[src/rtl/rom_port_arbiter.sv]
// rom_port_arbiter
// Shares one SDRAM-style memory port between CHANNELS byte-wide read channels
// (round-robin) and the data_io download stream. It also tracks download
// completion to produce rom_loaded and the core reset.
//
// Ports:
//   clk_sys, reset          clock, asynchronous active-high reset
//   ext_reset               core reset request (OSD/button)
//   ch_req/ch_addr          per-channel read request (level) and byte address
//   ch_ack/ch_dout          one-cycle ack, data held until the channel's next ack
//   dl_active/dl_wr/dl_addr/dl_data   download stream from data_io
//   mem_addr/mem_din/mem_rd/mem_we    memory command (one-cycle strobes)
//   mem_ready/mem_dout      memory completion pulse and read data
//   rom_loaded              sticky: a download has completed
//   core_reset              reset to the core
//   dl_overrun              sticky: a download byte arrived while the port was busy
//
// Optional build macro ARB_WORD_CACHE_EN: a per-channel one-word cache serves
// requests that hit the last fetched word without touching the memory port.
module rom_port_arbiter #(
    parameter int                        CHANNELS = 2,
    parameter int                        AW       = 15,
    parameter int                        MAW      = 24,
    parameter logic [CHANNELS*MAW-1:0]   BASES    = {24'h008000, 24'h000000}
) (
    input  logic                     clk_sys,
    input  logic                     reset,
    input  logic                     ext_reset,
    input  logic [CHANNELS-1:0]      ch_req,
    input  logic [CHANNELS*AW-1:0]   ch_addr,
    output logic [CHANNELS-1:0]      ch_ack,
    output logic [CHANNELS*8-1:0]    ch_dout,
    input  logic                     dl_active,
    input  logic                     dl_wr,
    input  logic [MAW-1:0]           dl_addr,
    input  logic [7:0]               dl_data,
    output logic [MAW-1:0]           mem_addr,
    output logic [15:0]              mem_din,
    output logic                     mem_rd,
    output logic                     mem_we,
    input  logic                     mem_ready,
    input  logic [15:0]              mem_dout,
    output logic                     rom_loaded,
    output logic                     core_reset,
    output logic                     dl_overrun
);

    localparam int              CW  = (CHANNELS > 1) ? $clog2(CHANNELS) : 1;
    localparam logic [CW:0]     NCH = (CW+1)'(CHANNELS);

    typedef enum logic [1:0] {IDLE = 2'd0, RD_WAIT = 2'd1, WR_WAIT = 2'd2} state_t;

    state_t                  state_q;
    logic [CW-1:0]           ptr_q;
    logic [CHANNELS-1:0]     ch_ack_q;
    logic [CHANNELS*8-1:0]   ch_dout_q;
    logic [MAW-1:0]          mem_addr_q;
    logic [15:0]             mem_din_q;
    logic                    mem_rd_q;
    logic                    mem_we_q;
    logic                    dl_prev_q;
    logic                    rom_loaded_q;
    logic                    core_reset_q;
    logic                    dl_overrun_q;

    function automatic logic [7:0] pick_byte(input logic [15:0] w, input logic odd);
        return odd ? w[15:8] : w[7:0];
    endfunction

    // Memory byte address of each channel's current request (wraps at MAW bits).
    logic [MAW-1:0] ch_maddr [CHANNELS];
    always_comb begin
        for (int i = 0; i < CHANNELS; i++) begin
            ch_maddr[i] = BASES[i*MAW +: MAW] + MAW'(ch_addr[i*AW +: AW]);
        end
    end

    // Round-robin search starting just after the last granted channel.
    logic           gnt_vld;
    logic [CW-1:0]  gnt_idx;
    logic [CW:0]    cand;
    always_comb begin
        gnt_vld = 1'b0;
        gnt_idx = ptr_q;
        cand    = '0;
        for (int k = 1; k <= CHANNELS; k++) begin
            cand = {1'b0, ptr_q} + (CW+1)'(k);
            if (cand >= NCH) cand = cand - NCH;
            if (!gnt_vld && ch_req[cand[CW-1:0]]) begin
                gnt_vld = 1'b1;
                gnt_idx = cand[CW-1:0];
            end
        end
    end

`ifdef ARB_WORD_CACHE_EN
    logic [15:0]         cw_q   [CHANNELS];
    logic [MAW-2:0]      ctag_q [CHANNELS];
    logic [CHANNELS-1:0] cval_q;
    logic                rd_done;
    logic                hit_vld;
    logic [CW-1:0]       hit_idx;

    assign rd_done = (state_q == RD_WAIT) && mem_ready;

    // Lowest-numbered hitting channel wins; hits never move the RR pointer.
    always_comb begin
        hit_vld = 1'b0;
        hit_idx = '0;
        for (int i = CHANNELS - 1; i >= 0; i--) begin
            if (ch_req[i] && cval_q[i] && (ctag_q[i] == ch_maddr[i][MAW-1:1])) begin
                hit_vld = 1'b1;
                hit_idx = CW'(i);
            end
        end
    end

    always_ff @(posedge clk_sys) begin
        if (rd_done) begin
            cw_q[ptr_q]   <= mem_dout;
            ctag_q[ptr_q] <= mem_addr_q[MAW-1:1];
        end
    end

    // A download may rewrite any word, so the cache is flushed while it runs.
    always_ff @(posedge clk_sys or posedge reset) begin
        if (reset)          cval_q <= '0;
        else if (dl_active) cval_q <= '0;
        else if (rd_done)   cval_q[ptr_q] <= 1'b1;
    end
`endif

    always_ff @(posedge clk_sys or posedge reset) begin
        if (reset) begin
            state_q      <= IDLE;
            ptr_q        <= CW'(CHANNELS - 1);
            ch_ack_q     <= '0;
            ch_dout_q    <= '0;
            mem_addr_q   <= '0;
            mem_din_q    <= '0;
            mem_rd_q     <= 1'b0;
            mem_we_q     <= 1'b0;
            dl_prev_q    <= 1'b0;
            rom_loaded_q <= 1'b0;
            core_reset_q <= 1'b1;
            dl_overrun_q <= 1'b0;
        end else begin
            ch_ack_q     <= '0;
            mem_rd_q     <= 1'b0;
            mem_we_q     <= 1'b0;
            dl_prev_q    <= dl_active;
            if (dl_prev_q && !dl_active) rom_loaded_q <= 1'b1;
            core_reset_q <= ext_reset | ~rom_loaded_q | dl_active;

            case (state_q)
                IDLE: begin
                    if (dl_active) begin
                        if (dl_wr) begin
                            mem_addr_q <= dl_addr;
                            mem_din_q  <= {dl_data, dl_data};
                            mem_we_q   <= 1'b1;
                            state_q    <= WR_WAIT;
                        end
                    // No grant during an ack cycle: the acked requester still
                    // holds ch_req and only drops it in the following cycle.
                    end else if (ch_ack_q == '0) begin
`ifdef ARB_WORD_CACHE_EN
                        if (hit_vld) begin
                            ch_ack_q[hit_idx] <= 1'b1;
                            ch_dout_q[int'(hit_idx)*8 +: 8] <=
                                pick_byte(cw_q[hit_idx], ch_maddr[hit_idx][0]);
                        end else
`endif
                        if (gnt_vld) begin
                            mem_addr_q <= ch_maddr[gnt_idx];
                            mem_rd_q   <= 1'b1;
                            ptr_q      <= gnt_idx;
                            state_q    <= RD_WAIT;
                        end
                    end
                end
                RD_WAIT: begin
                    if (dl_wr) dl_overrun_q <= 1'b1;
                    if (mem_ready) begin
                        ch_ack_q[ptr_q] <= 1'b1;
                        ch_dout_q[int'(ptr_q)*8 +: 8] <= pick_byte(mem_dout, mem_addr_q[0]);
                        state_q <= IDLE;
                    end
                end
                WR_WAIT: begin
                    if (dl_wr) dl_overrun_q <= 1'b1;
                    if (mem_ready) state_q <= IDLE;
                end
                default: state_q <= IDLE;
            endcase
        end
    end

    assign ch_ack     = ch_ack_q;
    assign ch_dout    = ch_dout_q;
    assign mem_addr   = mem_addr_q;
    assign mem_din    = mem_din_q;
    assign mem_rd     = mem_rd_q;
    assign mem_we     = mem_we_q;
    assign rom_loaded = rom_loaded_q;
    assign core_reset = core_reset_q;
    assign dl_overrun = dl_overrun_q;

endmodule

[config.mk]
export PLATFORM = sky130hd
export DESIGN_NAME = rom_port_arbiter
export DESIGN_NICKNAME = d
export VERILOG_FILES = /design/src/rtl/rom_port_arbiter.sv
export SDC_FILE = /design/constraint.sdc
export NUM_CORES = 1
export LEC_CHECK = 0
export CORE_AREA = 2 2 74 94
export CTS_BUF_LIST = sky130_fd_sc_hd__clkbuf_4 sky130_fd_sc_hd__clkbuf_8
export CTS_CLUSTER_SIZE = 30
export DETAILED_ROUTE_END_ITERATION = 10
export DIE_AREA = 0 0 76 96
export PLACE_DENSITY = 0.84
export SLEW_MARGIN = 10
export SYNTH_ARGS = -nofsm -noshare
export SYNTH_HDL_FRONTEND = slang
export SYNTH_SLANG_ARGS = --single-unit
[constraint.sdc]
create_clock -name clk_sys -period 3.24 [get_ports clk_sys]
set_clock_uncertainty 0.2 [all_clocks]
set_input_delay 0.648 -clock clk_sys [delete_from_list [all_inputs] [get_ports clk_sys]]
set_output_delay 0.648 -clock clk_sys [all_outputs]
set_load 0.005 [all_outputs]
[Yosys cells after proc, flatten, opt, wreduce, memory -nomap -nowiden]
Cells that the tools add are included.
Storage, ports and cells
  register bits after elaboration: 67
  word-level logic and storage cells: 91
Operators by class
  reductions and logical operators: 16
  bitwise gates (word level): 5
  mux-type cells: 36
  $add $sub $neg: 6
  order comparisons: 7
  shift-type cells: 2
  equality and inequality tests: 7
Operator list (count)
  $mux W24: 6
  $neg A4 Y33: 1
  $shift A8 B33 Y16 const A: 1
  $shiftx A8 B33 Y16: 1
  $mux W1: 18
  $add A16 B15 Y17 const A: 1
  $mux W17: 1
  $bwmux W16: 1
  $mux W2: 7
  $reduce_and A4 Y1: 3
  $ne A3 B3 Y1 const B: 3
  $mux W8: 1
  $ge A2 B2 Y1 const B: 3
  $lt A1 B2 Y1 const B: 3
  $logic_not A2 Y1: 2
  $ne A2 B1 Y1 const B: 2
  $pmux W2 S2: 1
  $reduce_and A2 Y1: 2
  $reduce_bool A2 Y1: 2
  $logic_and A1 B1 Y1: 3
  $reduce_and A3 Y1: 1
  $add A1 B1 Y2 const B: 1
  $add A1 B2 Y2 const B: 1
  $eq A2 B1 Y1 const B: 1
  9 further kinds: 13

[Logic depth before layout (Yosys ltp)]
  depth after elaboration: 16
  gate-level depth with buffers: 8

[Worst setup path before layout]
No wires, ideal clock.
  kind: in2reg
  from: input dl_active
  to: register mem_addr_q[15], in the netlist mem_addr[15]
  data required time: 2.913 ns
  path slack: 1.160 ns
  stages on the path: 4
  path buffers: 1
  data arrival time: 1.753 ns
  path through: buf_6 o41ai_4 nand2_4 mux2_1
Between the ends
  word-level cells in the longest chain between the ends: 2
  elaborated cells between the ends (all ways): 5
  those cells by class: 1 x eq/ne; 1 x mux; 3 x reduce/logical
RTL lines
  start: declaration: RTL line 33  | input logic dl_active,
  $ne A2 B1 Y1 (no line) or $reduce_bool A2 Y1 (tied branches)
  $reduce_and A4 Y1 (no line)
  end signal: assignment: RTL line 159  | mem_addr_q <= dl_addr;
  end signal: assignment: RTL line 175  | mem_addr_q <= ch_maddr[gnt_idx];
  end: declaration: RTL line 57  | logic [MAW-1:0] mem_addr_q;
Several ways; a longest one is shown, not always the timed one.
A chain may end at the register's enable or synchronous reset.

[Final worst setup path]
  from: register mem_addr_q[0], in the netlist mem_addr[0]
  to: output mem_addr[0]
RTL lines
  end: declaration: RTL line 37  | output logic [MAW-1:0] mem_addr,
No word-level cell between the ends.

==> run summary <==
Cell family with the largest share of critical-path delay: flip-flops. Counting the buffers created by CTS gives 9. The data required time of the critical path was 2390 ps. The run gives 0.00271 mm^2 as the area of the mapped netlist. The share of power burned in the clock network was 0.195. The clock passes through at most 2 buffers.

Biggest cell delay along the critical path: 680 ps. For the H-tree level count, the log shows 3. In the post-synthesis netlist, the biggest area contributors are dfrtp_1 53%, nand2_1 6.2%, o2bb2ai_1 5.5%. The routed design has 8130 um of wire.

Entering global routing, the biggest net connects 33 pins. The leakage power total was 1.89 nW; the total I/O pin count was 149. The initial cell density of the core was 0.423.

After the flow finishes, the layout carries non-filler instances totaling 484. Internal power comes to 0.00239 W. The multi-input combinational cells in the finished layout cover a total of 0.00104 mm^2. The tool flagged a number of max-cap violations equal to 0.

The clock net in this run drives a total of 59 sinks. After the last flow step, the layout net total stands at 480. In this run the horizontal extent of the chip is 76 um. For the sequential area share after synthesis, the log shows 0.547. The logs give 33 for the number of rows created at floorplan and 0 for the count of antenna-violating nets left after detailed routing. The commonest cells after synthesis are 57 x dfrtp_1, 45 x nand2_1, 18 x o21ai_0. After synthesis, the netlist uses 28 different library cells. Yosys instantiated no cell more often than dfrtp_1. The min-delay analysis places its worst path in the category flop to flop. The run gives 0.366 as the part of the total power dissipated in sequential elements. The period utilization is 0.759. TritonCTS built the clock tree. The run gives 0.0516 as the met3 track demand over resource in global routing. The most used flip-flop cell after synthesis is dfrtp_1. The number of DRC markers after the initial detailed-route iteration is 128. The global routing stage identified its most utilized layer as met2. The final-report max-slew violation count was 0.

Buffers placed on the I/O ports in this run total 148. The routed design could run at a clock period as short as 2460 ps. The tools report the arrival time at the worst endpoint as 1610 ps. Summed over all nets, the switching power comes to 0.00111 W. The logs give 0.854 for the last weighted congestion value of the routability-driven placer and 0 for the number of setup buffers added after CTS. The clock latency on the worst-skew pair is 340 ps.

The flow ran to the end, and the final reports show no timing, DRC or antenna violations. The critical path in this run is classified as flop to primary output. After detailed routing, the number of vias per cell comes to 5.18.

On the critical path, the stage with the largest delay is an instance of dfrtp_1. After synthesis the netlist holds a flip-flop and latch count of 59. The global-route usage over all layers is 0.227, and the summed negative setup slack over all endpoints is 0 ps.

The number of buffers and inverters on the critical path works out to 1. Once the clock tree was built, the resizer swapped 0 gates to a different size. The fraction of layout cells with a size suffix above 1 works out to 0.0730. The number of endpoints with negative hold slack in the final report was 0.

The share of async-settable or async-resettable flops after synthesis was 1.00; the initial antenna violation count was 0. The first global-routing pass estimated 12800 um of wire. Counting every net in the synthesized netlist gives 341. From bottom edge to top edge, the die measures 96 um. Dividing the detail-routed wire length by the instance count gives 16.8 um. Global routing finished with a remaining overflow of 0. The root buffer cell chosen for the clock tree is clkbuf_8.

STA classifies the critical path endpoint as a primary output. The largest area contributor in the netlist is dfrtp_1. The logs give 0.395 for the met2 routing resource usage after global routing and 6 for the number of detailed-route iterations in the first pass. The final antenna diode count was 0. The sequential cell area in the final layout is 0.00148 mm^2, and the number of fill cells in the layout is 480. In this run the worst path has a maximum fanout of 10. The pin slew with the least headroom to its limit is 619 ps, and the total of warnings raised by yosys is 0.

The logs give 0.00730 mm^2 for the area of the die and 0 for the count of hold buffers inserted by post-cts repair. Setup repair after global routing left no endpoint under its margin. The layout-stage area growth over the synthesis result was 62.4%. The run gives 468 as the number of placed instances with taps included. The worst relative slew slack came out at 0.587. Portion of synthesized cell area occupied by the leading cell type: 0.527.

The via count of the first global-routing pass came out at 2577. Summing over every cut layer, the via total after detailed routing is 2509. For the utilization after layout, the log shows 0.687.

The floorplan step defined a core boundary enclosing 0.00640 mm^2. Traced cell by cell, the critical path runs through clkdlybuf4s50_1. Dividing total power by cell area gives a power density of 796 mW/mm^2. For this run, design rule violations remaining after detail routing come to 0. The met1 track utilization from global routing is 0.266.

The logs give 0.436 mV for the maximum ir drop on the vdd rail and 0 for the final setup violation count. The switching share of power is 0.318. In this run, synthesis inferred 0 flip-flops with an integrated enable. Clock-pin slew was measured on the worst setup and hold paths at 70 ps.

The number of instances in the synthesized netlist is 253. The category of the worst setup path launch point is a flop. Derived from the worst setup path, the maximum achievable clock frequency is 0.406 GHz. Once detailed placement completed, the half-perimeter wirelength came to 5990 um. The synthesized area per cell was 10.7 um^2. The run gives 0.439 as the relative contribution of combinational cells to total power.
==> worst register-to-register path, stage by stage (launching register included) <==
cell     delay (ps)
dfstp_2         570
nand2_1         310
nand2_1         560
o21ai_0         130
mux2_1          290
==> final cells by class <==
type,count,area share
flip-flops and latches,59,0.337
well taps,87,0.0248
clock buffers,12,0.0347
inverters,9,0.00769
clock inverters,4,0.0114
repair buffers,153,0.349
multi-input cells,160,0.236
==> cells by family after synthesis <==
| family | Yosys count | share of synthesized area |
|---|---|---|
| and+or+nand+nor | 72 | 0.125 |
| AOI/OAI and AO/OA | 77 | 0.216 |
| muxes | 9 | 0.0338 |
| adders and majority gates | 2 | 0.00925 |
| buffers and inverters | 34 | 0.0694 |
| DFF | 59 | 0.547 |
==> flip-flops by register name, indices dropped and copies added, names as in the netlist, 2 cells and up <==
signal / count
ch_ack: 2
ch_dout: 16
mem_addr: 24
mem_din: 8
state_q: 2
==> through the flow <==
step	total power [W]	worst slack (ps)	area, um^2	hold WS, ps
5_1_grt	0.00372	675	4390	276
3_3_place_gp	0.00278	572	4190	237
3_5_place_dp	0.00283	501	4190	244
4_1_cts	0.00353	718	4390	257
6_report	0.00350	779	4390	256
2_1_floorplan	0.00194	939	2710	216
==> power by group through the flow <==
| stage | sequential [W] | combinational [W] | clock, W |
|---|---|---|---|
| floorplan | 0.00126 | 0.000678 | 0 |
| global placement | 0.00128 | 0.00150 | 0 |
| detailed placement | 0.00129 | 0.00154 | 0 |
| CTS | 0.00128 | 0.00156 | 0.000695 |
| global route | 0.00132 | 0.00166 | 0.000735 |
| finish | 0.00128 | 0.00154 | 0.000683 |
==> layout by cell type, fill, tap and decap left out, drive strengths merged, types with 2 or more instances in the layout <==
master         netlist  layout
nand3                4       4
clkdlybuf4s50        0     148
dfstp                2       2
nor2                 3       3
dfrtp               57      57
and3                15      15
ha                   2       2
clkinv               1       2
mux2i                8       8
a22o                 8       8
o211ai              15      15
inv                  8       8
clkbuf              10      12
o2bb2ai             17      17
nand2               46      46
or2                  2       2
a211oi              15      15
a21o                 2       2
clkinvlp             0       2
buf                 15       5
o21ai               18      18
==> final timing paths <==
path / from / end / slack (ps) / depth (start not counted)
hold reg to reg: dl_prev_q / rom_loaded / 260 / 1
min in group asynchronous: reset / mem_addr[6] / 510 / 2
hold / removal: dl_prev_q / rom_loaded / 260 / 1
setup reg to reg: ptr_q / mem_addr[15] / 1060 / 4
setup / recovery: mem_addr[0] / mem_addr[0] / 780 / 1
max in group asynchronous: reset / core_reset / 1680 / 3
==> metal layers <==
metal  share of wire  vias up
met3           0.064       16
met2            0.52      119
li1                -     1179
met5               0        -
met4           0.027        0
met1            0.39     1195
Power figures use the tool's default switching activity.
